**src/rtl/intr_entry_seq_if.sv**
```systemverilog
// Interrupt-entry sequencer bus: core-side status in, fetch/stack/memory controls out.
interface intr_entry_seq_if;
    logic       intr_req;
    logic       pipe_busy;
    logic [7:0] next_pc;
    logic [7:0] sp_in;
    logic [7:0] mem_rdata;
    logic       rti_done;

    logic       freeze;
    logic       mem_we;
    logic       mem_re;
    logic [7:0] mem_addr;
    logic [7:0] mem_wdata;
    logic       sp_we;
    logic [7:0] sp_next;
    logic       intr_ack;
    logic       redirect;
    logic [7:0] redirect_pc;
    logic       in_service;

    // Sequencer side
    modport master (
        input  intr_req, pipe_busy, next_pc, sp_in, mem_rdata, rti_done,
        output freeze, mem_we, mem_re, mem_addr, mem_wdata, sp_we, sp_next,
               intr_ack, redirect, redirect_pc, in_service
    );

    // Core side (fetch/PC unit, EX stage, data memory)
    modport slave (
        output intr_req, pipe_busy, next_pc, sp_in, mem_rdata, rti_done,
        input  freeze, mem_we, mem_re, mem_addr, mem_wdata, sp_we, sp_next,
               intr_ack, redirect, redirect_pc, in_service
    );
endinterface

```
**src/rtl/intr_entry_seq.sv**
```systemverilog
// Interrupt-entry sequencer: freezes fetch, drains the pipe, pushes the resume PC,
// reads the vector slot and redirects the PC into the handler.
module intr_entry_seq #(
    parameter logic [7:0] VEC_ADDR = 8'h01
) (
    input  logic             clk,
    input  logic             reset,
    intr_entry_seq_if.master bus
);

    localparam logic [2:0] ST_IDLE     = 3'd0;
    localparam logic [2:0] ST_DRAIN    = 3'd1;
    localparam logic [2:0] ST_PUSH     = 3'd2;
    localparam logic [2:0] ST_VEC_RD   = 3'd3;
    localparam logic [2:0] ST_VEC_WAIT = 3'd4;
    localparam logic [2:0] ST_SERVICE  = 3'd5;

    logic [2:0] state_q, state_d;
    logic       req_q;
    logic       pending_q, pending_d;
    logic [7:0] ret_pc_q, ret_pc_d;
    logic       req_rise;

    assign req_rise = bus.intr_req & ~req_q;

    // A new edge always latches a request (even during PUSH); PUSH consumes the current one.
    always_comb begin
        pending_d = pending_q;
        if (req_rise) begin
            pending_d = 1'b1;
        end else if (state_q == ST_PUSH) begin
            pending_d = 1'b0;
        end
    end

    // Entry sequence: wait for the pipe to drain, then push, vector read, redirect, service.
    always_comb begin
        state_d  = state_q;
        ret_pc_d = ret_pc_q;
        case (state_q)
            ST_IDLE: begin
                if (pending_q) begin
                    state_d = ST_DRAIN;
                end
            end
            ST_DRAIN: begin
                if (!bus.pipe_busy) begin
                    ret_pc_d = bus.next_pc;
                    state_d  = ST_PUSH;
                end
            end
            ST_PUSH:     state_d = ST_VEC_RD;
            ST_VEC_RD:   state_d = ST_VEC_WAIT;
            ST_VEC_WAIT: state_d = ST_SERVICE;
            ST_SERVICE: begin
                if (bus.rti_done) begin
                    state_d = ST_IDLE;
                end
            end
            default:     state_d = ST_IDLE;
        endcase
    end

    // State, edge-detect and captured resume PC; reset abandons any half-done entry.
    always_ff @(posedge clk) begin
        if (reset) begin
            state_q   <= ST_IDLE;
            req_q     <= 1'b0;
            pending_q <= 1'b0;
            ret_pc_q  <= 8'h00;
        end else begin
            state_q   <= state_d;
            req_q     <= bus.intr_req;
            pending_q <= pending_d;
            ret_pc_q  <= ret_pc_d;
        end
    end

    // Moore output decode; data buses stay at zero whenever their strobe is idle.
    always_comb begin
        bus.freeze      = 1'b0;
        bus.mem_we      = 1'b0;
        bus.mem_re      = 1'b0;
        bus.mem_addr    = 8'h00;
        bus.mem_wdata   = 8'h00;
        bus.sp_we       = 1'b0;
        bus.sp_next     = 8'h00;
        bus.intr_ack    = 1'b0;
        bus.redirect    = 1'b0;
        bus.redirect_pc = 8'h00;
        bus.in_service  = 1'b0;
        case (state_q)
            ST_DRAIN: begin
                bus.freeze = 1'b1;
            end
            ST_PUSH: begin
                bus.freeze    = 1'b1;
                bus.mem_we    = 1'b1;
                bus.mem_addr  = bus.sp_in;
                bus.mem_wdata = ret_pc_q;
                bus.sp_we     = 1'b1;
                bus.sp_next   = bus.sp_in - 8'd1;
                bus.intr_ack  = 1'b1;
            end
            ST_VEC_RD: begin
                bus.freeze   = 1'b1;
                bus.mem_re   = 1'b1;
                bus.mem_addr = VEC_ADDR;
            end
            ST_VEC_WAIT: begin
                bus.freeze      = 1'b1;
                bus.redirect    = 1'b1;
                bus.redirect_pc = bus.mem_rdata;
            end
            ST_SERVICE: begin
                bus.in_service = 1'b1;
            end
            default: ;
        endcase
    end

endmodule

```
**src/flat_wrapper.sv**
```systemverilog
// flat-port wrapper written by rule: the top's interface ports become plain ports
module intr_entry_seq_flat 
#(
    parameter logic [7:0] VEC_ADDR = 8'h01
)
  (clk, reset, bus_intr_req, bus_pipe_busy, bus_next_pc, bus_sp_in, bus_mem_rdata, bus_rti_done, bus_freeze, bus_mem_we, bus_mem_re, bus_mem_addr, bus_mem_wdata, bus_sp_we, bus_sp_next, bus_intr_ack, bus_redirect, bus_redirect_pc, bus_in_service);
  intr_entry_seq_if bus_i ();
  input  logic clk;
  input  logic reset;
  input wire logic [$bits(bus_i.intr_req)-1:0] bus_intr_req;
  input wire logic [$bits(bus_i.pipe_busy)-1:0] bus_pipe_busy;
  input wire logic [$bits(bus_i.next_pc)-1:0] bus_next_pc;
  input wire logic [$bits(bus_i.sp_in)-1:0] bus_sp_in;
  input wire logic [$bits(bus_i.mem_rdata)-1:0] bus_mem_rdata;
  input wire logic [$bits(bus_i.rti_done)-1:0] bus_rti_done;
  output wire logic [$bits(bus_i.freeze)-1:0] bus_freeze;
  output wire logic [$bits(bus_i.mem_we)-1:0] bus_mem_we;
  output wire logic [$bits(bus_i.mem_re)-1:0] bus_mem_re;
  output wire logic [$bits(bus_i.mem_addr)-1:0] bus_mem_addr;
  output wire logic [$bits(bus_i.mem_wdata)-1:0] bus_mem_wdata;
  output wire logic [$bits(bus_i.sp_we)-1:0] bus_sp_we;
  output wire logic [$bits(bus_i.sp_next)-1:0] bus_sp_next;
  output wire logic [$bits(bus_i.intr_ack)-1:0] bus_intr_ack;
  output wire logic [$bits(bus_i.redirect)-1:0] bus_redirect;
  output wire logic [$bits(bus_i.redirect_pc)-1:0] bus_redirect_pc;
  output wire logic [$bits(bus_i.in_service)-1:0] bus_in_service;
  assign bus_i.intr_req = bus_intr_req;
  assign bus_i.pipe_busy = bus_pipe_busy;
  assign bus_i.next_pc = bus_next_pc;
  assign bus_i.sp_in = bus_sp_in;
  assign bus_i.mem_rdata = bus_mem_rdata;
  assign bus_i.rti_done = bus_rti_done;
  assign bus_freeze = bus_i.freeze;
  assign bus_mem_we = bus_i.mem_we;
  assign bus_mem_re = bus_i.mem_re;
  assign bus_mem_addr = bus_i.mem_addr;
  assign bus_mem_wdata = bus_i.mem_wdata;
  assign bus_sp_we = bus_i.sp_we;
  assign bus_sp_next = bus_i.sp_next;
  assign bus_intr_ack = bus_i.intr_ack;
  assign bus_redirect = bus_i.redirect;
  assign bus_redirect_pc = bus_i.redirect_pc;
  assign bus_in_service = bus_i.in_service;
  intr_entry_seq #(.VEC_ADDR(VEC_ADDR)) u_core (.clk(clk), .reset(reset), .bus(bus_i));
endmodule
```
**config.mk**
```make
export PLATFORM = sky130hd
export DESIGN_NAME = intr_entry_seq_flat
export DESIGN_NICKNAME = d
export VERILOG_FILES = /design/src/rtl/intr_entry_seq_if.sv /design/src/rtl/intr_entry_seq.sv /design/src/flat_wrapper.sv
export SDC_FILE = /design/constraint.sdc
export NUM_CORES = 1
export LEC_CHECK = 0
export BUFFER_PORTS_ARGS = -buffer_cell sky130_fd_sc_hd__buf_2
export CORE_ASPECT_RATIO = 1.4
export CORE_UTILIZATION = 39
export DETAILED_ROUTE_END_ITERATION = 8
export PLACE_DENSITY_LB_ADDON = 0.25
export SETUP_SLACK_MARGIN = 0.2
export SLEW_MARGIN = 20
export SYNTH_ARGS = -nofsm -noshare
export SYNTH_HDL_FRONTEND = slang
export SYNTH_SLANG_ARGS = --single-unit
```
**constraint.sdc**
```tcl
create_clock -name clk -period 1.5 [get_ports clk]
set_clock_uncertainty 0.05 [all_clocks]
set_input_delay 0 -clock clk [delete_from_list [all_inputs] [get_ports clk]]
set_output_delay 0 -clock clk [all_outputs]
set_load 0.005 [all_outputs]
```
==> key figures, run 1 <==
Floorplan
  • Die ar.: 2425 um^2
  • Height of the die: 57.87 um
  • Starting Density: 43.03%
  • DIE WIDTH: 41.91 um
  • I/O pins: just under 70
  • Row cnt: 19
  • CORE AREA: 2021 um^2

Pwr
  • Switching pwr: approximately 0.26 mW
  • Final Power: 0.8901 mW
  • Clock power frac: about a quarter
  • Flop pwr share: 42.6%
  • Sw frac: 28.92%
  • Leakage: ~0.78 nW
  • P_int: 0.6327 mW
  • PwrDens: about 600 nW/um^2
  • Peak supply drop: 585.4 uV
  • Comb power frac: 33.8%

STA
  • Max-slew headroom: 78.12%
  • Fin. max-slew vios: 0
  • Peak Freq: approximately 650 MHz
  • Final-report hold violation count: 0
  • Slew @ Worst Pin: ~0.33 ns
  • Fin worst setup slack: -0.03724 ns
  • Final setup viols: 4
  • Post-layout min period: 1.537 ns
  • Final period utilization: 102.5%
  • Unrepaired setup endpoints after global routing: yes

Synth
  • Syn Inst Count: 121
  • Library cells used by synthesis: 30
  • Top cells by area, synth: dfxtp_1 30%, and2_1 16%, nand2_1 8.6%
  • Syn. warnings: 0
  • Avg Synthesized Cell Area: slightly above 7 um^2
  • Post-Syn Nets: 151
  • Area of the mapped netlist: 869.6 um^2
  • Yosys reg bits: 13
  • Synth area leader: dfxtp_1
  • Register area share after synthesis: 29.93%
  • Share of the synthesized area in the top cell type: 29.93%

Worst setup path
  • CP required: 1.45 ns
  • Worst EP arrival: 1.49 ns
  • Crit path launch: u_core.state_q[1]$_SDFFE_PP0P_
  • Max FO, Critical Path: 5
  • Worst Path Class, Setup: reg2out
  • FF-to-FF Start: u_core.state_q[1]$_SDFFE_PP0P_
  • CP endpoint kind: output pin
  • Setup crit start kind: register

Routing
  • Drt pass-1 iters: 2
  • ANT nets after route: 0
  • Drt initial violations: 10
  • DR WL/cell: 11.30 um
  • DR vias/cell: 4.807
  • Drt drc: 0
  • Vias: approximately 1100
  • Final WL: 2576 um

Final layout
  • Multi-input gate area: roughly 600 um^2
  • Fin util: 74.55%
  • P&R area growth vs syn: 73.24%
  • Share of cells above drive strength 1: a little under half
  • Non-filler cells, final: 228
  • Most common cell after layout, fill and taps aside: buf_2
  • Commonest non-fill, non-tap cells in the layout: 65 x buf_2, 21 x and2_1, 20 x nand2_1, 12 x dlygate4sd3_1
  • Fillers: around 180
  • Ant diodes: 0
  • NumNets Final: about 240
  • Sequential Area: 262.8 um^2

Outcome
  • Status: complete, but fails checks
  • Violated checks: setup timing

Clock tree
  • Clk_lat worst skew: about 0.27 ns
  • H-tree depth: 1
  • CTS Root Cell: clkbuf_4
  • CTS tree: built
  • Num CTS Buffers: 3
  • Clk sinks: 13
  • Longest Clk Path Bufs: 2
  • Clk slew on worst S/H paths: 0.07 ns

Run
  • Maximum Capacitance Violations: 0

Worst hold path
  • Worst hold path type: in2reg
  • HP Start: bus_pipe_busy

Global route
  • Initial antenna violation count: 0
  • Largest net degree at the start of global routing: 15
  • Overall routing resource usage: 21.53%
  • First-pass GRT wire length: about 4000 um
  • Total grt overflow: 0
  • Vias in the first global route: 972

Placement
  • PortBufs: 67
  • Dpl cells: 206
  • Placer Congestion: a little over 0.7
  • DP Wirelength: between 1500 and 2000 um
through the flow:
step                hold WS (ns)  area, um^2  setup WS (ns)  setup TNS (ns)
finish                   0.03739        1506       -0.03724        -0.09139
CTS                      0.04783        1444       -0.05062         -0.4519
global placement          0.1727        1241         0.1904               0
global route             0.04797        1506       -0.08725          -1.415
detailed placement        0.1844        1241         0.1497               0
floorplan               -0.01580       879.6         0.1969               0
critical path, cell delays in order, from the launching register on:
cell	delay (ns)
dfxtp_2	0.34
or3b_4	0.41
buf_6	0.16
nor2_2	0.07
mux2_4	0.15
buf_6	0.08
synth_stat cells:
master,number
and2_1,22
and3_1,1
clkbuf_1,5
ha_1,1
nor3_1,3
o211ai_1,1
nor2b_1,2
nor4b_2,1
o21ai_0,1
nor4_1,1
nor2_1,12
inv_1,4
mux2i_1,1
or4b_1,1
o31ai_1,1
a31oi_1,1
nand2b_1,1
buf_2,2
or3b_1,1
buf_4,2
a21oi_1,13
or3_1,1
and3b_1,1
dfxtp_1,13
xnor2_1,3
nand2_1,20
or4_4,1
nor3b_1,2
o41ai_1,1
mux2_2,2
final cells by class:
| class | instances | share of cell area, % |
|---|---|---|
| Sequential cell | 13 | 17.44 |
| Tap cell | 21 | 1.744 |
| Timing Repair Buffer | 91 | 38.04 |
| Inverter | 4 | 1.163 |
| Multi-Input combinational cell | 95 | 39.87 |
| Clock buffer | 4 | 1.744 |
worst paths after layout:
path	end	slack, ns	depth (start not counted)
min	u_core.ret_pc_q[6]$_SDFFE_PP0P_	0.04	4
max	bus_sp_next[6]	-0.04	5
min reg2reg	u_core.ret_pc_q[6]$_SDFFE_PP0P_	0.40	2
max reg2reg	u_core.pending_q$_SDFFE_PP0P_	0.11	5
flip-flops by register name, summed over array words and instances, names as in the netlist:
| name | cells |
|---|---|
| u_core.req_q | 1 |
| u_core.ret_pc_q | 8 |
| u_core.pending_q | 1 |
| u_core.state_q | 3 |
power groups by stage:
stage / sequential, mW / clock [mW] / combinational, mW
6_report: 0.379 / 0.210 / 0.301
5_1_grt: 0.381 / 0.231 / 0.328
4_1_cts: 0.379 / 0.222 / 0.280
3_5_place_dp: 0.386 / 0 / 0.234
3_3_place_gp: 0.385 / 0 / 0.227
2_1_floorplan: 0.383 / 0 / 0.132
repair_timing:
| action | 4_1_cts | 5_1_grt |
|---|---|---|
| gates resized for setup | 12 | 10 |
| hold buffers | 12 | 0 |
| endpoints found under the setup margin | 42 | 45 |
| pin swaps | 4 | 1 |
| hold endpoints to repair | 11 | 0 |
| cloned | 1 | 0 |
| buffers inserted | 2 | 3 |
cells by family after synthesis:
family / share of synthesized area, %
compound gates: 11.51
xor+xnor: 3.022
fa+ha+maj: 1.439
buf+inv: 6.762
flops: 29.93
mux: 3.741
simple gates: 43.60
metal layers:
layer / up-vias / wire length, um / GRT usage [%] / part of all wire [%]
met2: 33 / 1442 / 40.63 / 56
met4: 0 / 27 / 11.98 / 1.0
met1: 494 / 974 / 21.71 / 38
li1: 567 / - / - / -
met3: 2 / 132 / 4.050 / 5.1
met5: - / 0 / 0 / 0
(Power assumes the default switching activity.)
==> inputs of run 2 (changes only) <==
RECOVER_POWER = 50   (was unset)
==> run 2 against run 1 <==
  * The run still ends with setup timing left
  * Clock power about the same
  * Core utilization down 0.19 points
  * First-iteration DRC count did not move
  * Critical path type unchanged
==> key figures, run 2 (synthesized netlist as in run 1, its figures left out) <==
Final layout
  • P&R area growth vs syn: 72.81%
  • Sequential Area: 262.8 um^2 (unchanged)
  • Most common cell after layout, fill and taps aside: buf_2
  • Largest register FFs: 8 (unchanged)
  • Most flop-heavy register: u_core.ret_pc_q
  • Commonest non-fill, non-tap cells in the layout: 62 x buf_2, 21 x and2_1, 20 x nand2_1, 12 x dlygate4sd3_1
  • NumNets Final: 238 (unchanged)
  • Ant diodes: 0 (unchanged)
  • Regs by FF count: u_core.ret_pc_q x8, u_core.state_q x3
  • Share of cells above drive strength 1: 46.86% (-0.48 points)
  • Multi-input gate area: 600.6 um^2 (unchanged)
  • Post-Layout Inst Area: 1503 um^2 (-0.25%)
  • Fillers: 181 (+1.1%)

Floorplan
  • Row cnt: 19 (unchanged)
  • Die ar.: 2425 um^2 (unchanged)
  • CORE AREA: 2021 um^2 (unchanged)
  • I/O pins: 68 (unchanged)
  • Height of the die: 57.87 um (unchanged)
  • Starting Density: 43.03% (unchanged)
  • DIE WIDTH: 41.91 um (unchanged)

Global route
  • Total grt overflow: 0 (unchanged)
  • Overall routing resource usage: 21.53% (unchanged)
  • Largest net degree at the start of global routing: 15 (unchanged)
  • First-pass GRT wire length: 4022 um (unchanged)
  • Vias in the first global route: 972 (unchanged)
  • Initial antenna violation count: 0 (unchanged)

Clock tree
  • Clk sinks: 13 (unchanged)
  • Clk_lat worst skew: 0.27 ns (about the same)
  • CTS Root Cell: clkbuf_4
  • Clk slew on worst S/H paths: 0.07 ns (about the same)
  • H-tree depth: 1 (unchanged)
  • Num CTS Buffers: 3 (unchanged)
  • CTS tree: built
  • Longest Clk Path Bufs: 2 (unchanged)

STA
  • Slew @ Worst Pin: 0.3253 ns (unchanged)
  • Fin. max-slew vios: 0 (unchanged)
  • Max-slew headroom: 78.12% (unchanged)
  • Peak Freq: 650.5 MHz (about the same)
  • Unrepaired setup endpoints after global routing: yes
  • Post-layout min period: 1.537 ns (-0.00004540 ns)
  • Final-report hold violation count: 0 (unchanged)
  • Fin worst setup slack: -0.03720 ns (+0.00004540 ns)
  • Final period utilization: 102.5% (about the same)
  • Final setup viols: 4 (unchanged)

Outcome
  • Violated checks: setup timing
  • Status: complete, but fails checks

Placement
  • Placement Cell Area: 1241 um^2 (unchanged)
  • PortBufs: 67 (unchanged)
  • DP Wirelength: 1756 um (unchanged)
  • Post-Place Worst Slack: 0.1497 ns (unchanged)
  • Placer Congestion: 0.7275 (unchanged)

Pwr
  • Sw frac: 29.01% (+0.094 points)
  • PwrDens: 591.1 nW/um^2 (about the same)
  • Flop pwr share: 42.7% (about the same)
  • Switching pwr: 0.2577 mW (+0.12%)
  • Comb power frac: 33.6% (-0.2 points)
  • Clock power frac: 23.7% (about the same)
  • P_int: 0.6305 mW (-0.34%)
  • Leakage: 0.7774 nW (-0.72%)
  • Peak supply drop: 585.3 uV (about the same)

Routing
  • Vias: 1096 (unchanged)
  • DR WL/cell: 11.30 um (unchanged)
  • ANT nets after route: 0 (unchanged)
  • DR vias/cell: 4.807 (unchanged)
  • Final WL: 2576 um (unchanged)
  • Drt pass-1 iters: 2 (unchanged)
  • Drt drc: 0 (unchanged)
  • Drt initial violations: 10 (unchanged)

Worst setup path
  • Setup crit start kind: register
  • Worst EP arrival: 1.49 ns (about the same)
  • Max FO, Critical Path: 5 (unchanged)
  • Worst Path Class, Setup: reg2out
  • CP endpoint kind: output pin
  • CP required: 1.45 ns (about the same)

Worst hold path
  • Worst hold path type: in2reg

Run
  • Maximum Capacitance Violations: 0 (unchanged)
## run 2: cell count changes in the layout (fill, tap and decap cells not counted), sizes merged
cell    previous run  this run
buf               78        75
clkbuf             5         8
## run 2: cell type report
class,count,share of cell area [%]
timing repair buffer,91,37.89
inverter,4,1.166
clock buffer,4,1.749
sequential,13,17.49
multi-input combinational,95,39.97
tap,21,1.749
## run 2: power by group through the flow
stage,registers [mW],logic (mW),clock network [mW]
2_1_floorplan,0.383,0.132,0
3_3_place_gp,0.385,0.227,0
3_5_place_dp,0.386,0.234,0
4_1_cts,0.379,0.280,0.222
5_1_grt,0.381,0.326,0.231
6_report,0.379,0.299,0.210
## run 2: worst max-delay path: stages (launching register included)
cell	delay, ns
dfxtp_2	0.34
or3b_4	0.41
buf_6	0.16
nor2_2	0.07
mux2_4	0.15
buf_6	0.08
## run 2: per-layer routing
metal | part of all wire, % | track usage (%) | up-vias | wire [um]
li1 | - | - | 567 | -
met1 | 38 | 21.71 | 494 | 975
met2 | 56 | 40.63 | 33 | 1441
met3 | 5.1 | 4.050 | 2 | 132
met4 | 1.0 | 11.98 | 0 | 27
met5 | 0 | 0 | - | 0
## run 2: per-stage QoR
step / hold slack (ns) / TNS (ns) / total power, mW / std cells / utilization (%)
global route: 0.04797 / -1.415 / 0.9379 / 228 / 74.37
CTS: 0.04783 / -0.4519 / 0.8810 / 225 / 71.46
floorplan: -0.01580 / 0 / 0.5146 / 121 / -
detailed placement: 0.1844 / 0 / 0.6198 / 206 / 61.42
global placement: 0.1727 / 0 / 0.6117 / 206 / 61.42
finish: 0.03739 / -0.09120 / 0.8882 / 228 / 74.37
## run 2: worst paths after layout
check	startpoint	to	slack, ns	cells after the start
worst min-delay path	bus_pipe_busy	u_core.ret_pc_q[6]$_SDFFE_PP0P_	0.04	4
worst max register to register	u_core.state_q[1]$_SDFFE_PP0P_	u_core.pending_q$_SDFFE_PP0P_	0.11	5
worst min register to register	u_core.ret_pc_q[6]$_SDFFE_PP0P_	u_core.ret_pc_q[6]$_SDFFE_PP0P_	0.40	2
worst max-delay path	u_core.state_q[1]$_SDFFE_PP0P_	bus_sp_next[6]	-0.04	5
## run 2: repair_timing
action	CTS	global route
pin swaps	4	1
endpoints found under the setup margin	42	45
buffers inserted	2	3
gates cloned	1	0
hold buffers	12	0
gates resized for setup	12	10
hold endpoints to repair	11	0
==> inputs of run 3 (changes only) <==
BUFFER_PORTS_ARGS = -buffer_cell sky130_fd_sc_hd__buf_4   (was -buffer_cell sky130_fd_sc_hd__buf_2)
CORE_ASPECT_RATIO = unset   (was 1.4)
CTS_CLUSTER_SIZE = 14   (was unset)
==> run 3 against run 2 <==
  * The run now fails in 5_1_grt
  * Synthesized area stayed put
  * Synthesized cell count stayed put
==> key figures, run 3 <==
Synth
  • Register area share after synthesis: 29.93% (unchanged)
  • Library cells used by synthesis: 30 (unchanged)
  • Compound-Gate Fraction of Synth Area: 11.51% (unchanged)
  • Avg Synthesized Cell Area: 7.187 um^2 (unchanged)
  • Top-count cell post-synth: and2_1
  • Ys flop type: dfxtp_1
  • Main combinational cell family by area after synthesis: simple AND/OR/NAND/NOR gates
  • Share of the synthesized area in the top cell type: 29.93% (unchanged)
  • Syn. warnings: 0 (unchanged)
  • Synth area leader: dfxtp_1
  • Post-synth top cells: 22 x and2_1, 20 x nand2_1, 13 x a21oi_1, 13 x dfxtp_1, 12 x nor2_1
  • Post-Syn Nets: 151 (unchanged)
  • Synth Area in Adders: 1.439% (unchanged)
  • Yosys reg bits: 13 (unchanged)
  • Multiplexer area fraction after synthesis: 3.741% (unchanged)
  • Area of the mapped netlist: 869.6 um^2 (unchanged)
  • Post-synth EDFFs: 0 (unchanged)
  • Syn Inst Count: 121 (unchanged)
  • Synth Area in XOR/XNOR: 3.022% (unchanged)
  • Top cells by area, synth: dfxtp_1 30%, and2_1 16%, nand2_1 8.6%
  • Synth Area in Simple Gates: 43.60% (unchanged)
  • Async SR Flop Fraction: 0% (unchanged)

Outcome
  • Log Error: [ERROR DPL-0038] Utilization greater than 100%, impossible to legalize
  • Status: aborted with a tool error
  • Failing step: 5_1_grt

Placement
  • PortBufs: 67 (unchanged)
  • DP Wirelength: 1924 um (+9.5%)
  • Placer Congestion: 0.6949 (-4.5%)

Clock tree
  • CTS Root Cell: clkbuf_4
  • Clk sinks: 13 (unchanged)
  • Longest Clk Path Bufs: 2 (unchanged)
  • H-tree depth: 1 (unchanged)
  • Num CTS Buffers: 3 (unchanged)

Floorplan
  • Row cnt: 16 (-3)
  • Starting Density: 43.01% (about the same)
  • Height of the die: 49.22 um (-15%)
  • I/O pins: 68 (unchanged)
  • DIE WIDTH: 49.22 um (+17%)

STA
  • Last worst endpoint in the global-route repair_timing: bus_sp_next[7]
  • Category of the worst endpoint: top-level output

Global route
  • Largest net degree at the start of global routing: 14
-- run 3: cell counts after synthesis --
Identical to the previous run, type by type.
-- run 3: stage by stage --
step           instance area (um^2)  setup slack [ns]  setup TNS, ns  cells  util [%]
2_1_floorplan                 879.6            0.1969              0    121         -
3_3_place_gp                   1416            0.1366              0    212     70.05
3_5_place_dp                   1416            0.1042              0    212     70.05
4_1_cts                        1805          -0.05934        -0.4374    242     89.29
-- run 3: cells by family after synthesis --
logic type | Yosys count
buffers and inverters | 13
AO/OA/AOI/OAI | 18
AND/OR/NAND/NOR | 70
adder cells (fa/ha/maj) | 1
flip-flops | 13
multiplexers | 3
XOR/XNOR | 3
-- run 3: what timing repair did --
action	in CTS
hold endpoints to repair	13
hold buffers	12
pin swaps	26
endpoints found under the setup margin	44
resized for setup	46
gates cloned	1
setup buffers	13
==> inputs of run 4 (changes only) <==
CORE_AREA = 2 2 63 65   (was unset)
CORE_UTILIZATION = unset   (was 39)
CTS_CLUSTER_SIZE = unset   (was 14)
DIE_AREA = 0 0 65 67   (was unset)
PLACE_DENSITY_LB_ADDON = 0.15   (was 0.25)
SETUP_SLACK_MARGIN = unset   (was 0.2)
==> run 4 against run 3 <==
  * The flow now finishes without violations
==> key figures, run 4 (synthesized netlist as in run 1, its figures left out) <==
Placement
  • Dpl cells: 234 (+10%)
  • Placer Congestion: 0.6835 (-1.6%)
  • PortBufs: 67 (unchanged)
  • DP Wirelength: 2112 um (+9.8%)
  • Post-Place Worst Slack: 0.1048 ns (+0.0006230 ns)

Clock tree
  • H-tree depth: 1 (unchanged)
  • CTS tree: built
  • Clk sinks: 13 (unchanged)
  • Clk_lat worst skew: 0.23 ns
  • CTS Root Cell: clkbuf_8
  • Longest Clk Path Bufs: 2 (unchanged)
  • Num CTS Buffers: 3 (unchanged)
  • Clk slew on worst S/H paths: about 0.05 ns

Worst hold path
  • HP Start: bus_rti_done
  • WHS Path Cells: 4
  • Worst hold path type: in2reg
  • Hold worst-path end: u_core.state_q[0]$_SDFFE_PP0P_

Routing
  • DR vias/cell: around 4.3
  • Drt drc: 0
  • Final WL: 2906 um
  • Drt pass-1 iters: 4
  • ANT nets after route: 0
  • Vias: 1124
  • DR WL/cell: 11.13 um
  • Drt initial violations: 53

Final layout
  • Most common cell after layout, fill and taps aside: buf_4
  • Ant diodes: 0
  • Commonest non-fill, non-tap cells in the layout: 74 x buf_4, 20 x nand2_1, 18 x and2_1, 13 x a21oi_1, 11 x dlygate4sd3_1
  • Regs by FF count: u_core.ret_pc_q x8, u_core.state_q x3
  • Non-filler cells, final: 261
  • Most flop-heavy register: u_core.ret_pc_q
  • Fillers: 361
  • P&R area growth vs syn: 103.3%
  • NumNets Final: 244
  • Largest register FFs: 8
  • Share of cells above drive strength 1: 49.30%

Pwr
  • Peak supply drop: between 500 and 600 uV
  • Comb power frac: 33.7%
  • Leakage: 0.8501 nW
  • Clock power frac: 29.2%
  • PwrDens: 580.5 nW/um^2
  • P_int: about 0.76 mW
  • Sw frac: 26.14%
  • Switching pwr: 0.2682 mW
  • Flop pwr share: 37.1%

STA
  • Hold Slack: 0.03634 ns
  • Final setup viols: 0
  • Slew @ Worst Pin: 0.3343 ns
  • Fin worst setup slack: 0.005277 ns
  • Final period utilization: around 100%
  • Peak Freq: 669.0 MHz
  • Max-slew headroom: around 78%
  • Post-layout min period: 1.495 ns
  • Unrepaired setup endpoints after global routing: yes
  • Final-report hold violation count: 0
  • Fin. max-slew vios: 0

Worst setup path
  • Max FO, Critical Path: 5
  • CP endpoint kind: output pin
  • Register-to-register path setup slack: 0.11 ns
  • FF-to-FF Start: u_core.state_q[2]$_SDFFE_PP0P_
  • Worst EP arrival: about 1.4 ns
  • FF-to-FF path depth: 5
  • Setup crit start kind: register
  • CP required: roughly 1.5 ns
  • Worst Path Class, Setup: reg2out
  • FF-to-FF End: u_core.pending_q$_SDFFE_PP0P_

Floorplan
  • DIE WIDTH: 65 um (+32%)
  • Die ar.: around 4400 um^2
  • CORE AREA: 3606 um^2
  • I/O pins: 68 (unchanged)
  • Row cnt: 22 (+6)
  • Height of the die: 67 um (+36%)
  • Starting Density: 24.12% (-19 points)

Global route
  • Overall routing resource usage: 13.06%
  • First-pass GRT wire length: between 4000 and 5000 um
  • Total grt overflow: 0
  • Largest net degree at the start of global routing: 14
  • Initial antenna violation count: 0
  • Vias in the first global route: 1073

Outcome
  • Status: completed

Run
  • Maximum Capacitance Violations: 0
## run 4: area by class of cell
type / count / area, um^2 / area share [%]
clock buffer: 4 / 45.04 / 2.548
inverter: 4 / 17.52 / 0.9908
multi-input combinational: 95 / 600.6 / 33.97
sequential: 13 / 264.0 / 14.93
tap: 48 / 60.06 / 3.397
timing repair buffer: 97 / 780.7 / 44.16
## run 4: power by group through the flow
| stage | clock network [mW] | registers, mW | logic, mW |
|---|---|---|---|
| 2_1_floorplan | 0 | 0.382 | 0.128 |
| 3_5_place_dp | 0 | 0.387 | 0.277 |
| 3_3_place_gp | 0 | 0.386 | 0.273 |
| 5_1_grt | 0.329 | 0.384 | 0.378 |
| 4_1_cts | 0.312 | 0.379 | 0.330 |
| 6_report | 0.300 | 0.381 | 0.346 |
## run 4: repair_timing
item | in CTS | in global routing
setup buffers | 5 | 6
hold buffers | 11 | 0
pin swaps | 2 | 2
gates resized for setup | 13 | 16
endpoints found under the setup margin | 13 | 33
hold endpoints to repair | 12 | 0
cloned | 1 | 1
## run 4: through the flow
stage	util [%]	total power [mW]	setup TNS [ns]	area [um^2]
after detailed placement	39.97	0.6642	0	1441
after CTS	46.36	1.020	0	1672
final	49.03	1.026	0	1768
after global placement	39.97	0.6594	0	1441
after floorplan	-	0.5101	0	869.6
after global routing	49.03	1.091	-0.5007	1768
## run 4: how the worst max path moves through the flow
stage,startpoint,end,cells after the start
floorplan,u_core.state_q[1]$_SDFFE_PP0P_,u_core.ret_pc_q[0]$_SDFFE_PP0P_,4
global placement,u_core.state_q[2]$_SDFFE_PP0P_,u_core.ret_pc_q[7]$_SDFFE_PP0P_,3
detailed placement,u_core.state_q[1]$_SDFFE_PP0P_,bus_mem_wdata[7],5
CTS,u_core.state_q[2]$_SDFFE_PP0P_,bus_sp_next[7],5
global route,u_core.state_q[2]$_SDFFE_PP0P_,bus_mem_wdata[2],5
finish,u_core.state_q[2]$_SDFFE_PP0P_,bus_sp_next[6],5
## run 4: layer usage
metal	global-route usage, %	up-vias	part of all wire [%]
met2	25.39	30	53
met5	0	-	0
met4	3.191	0	0
met1	13.98	513	41
li1	-	581	-
met3	3.209	0	6.5
## run 4: critical path, stage by stage (launching register included)
cell	delay, ns
dfxtp_2	0.33
or3b_4	0.42
buf_6	0.15
nor2_4	0.07
mux2_4	0.15
buf_6	0.09
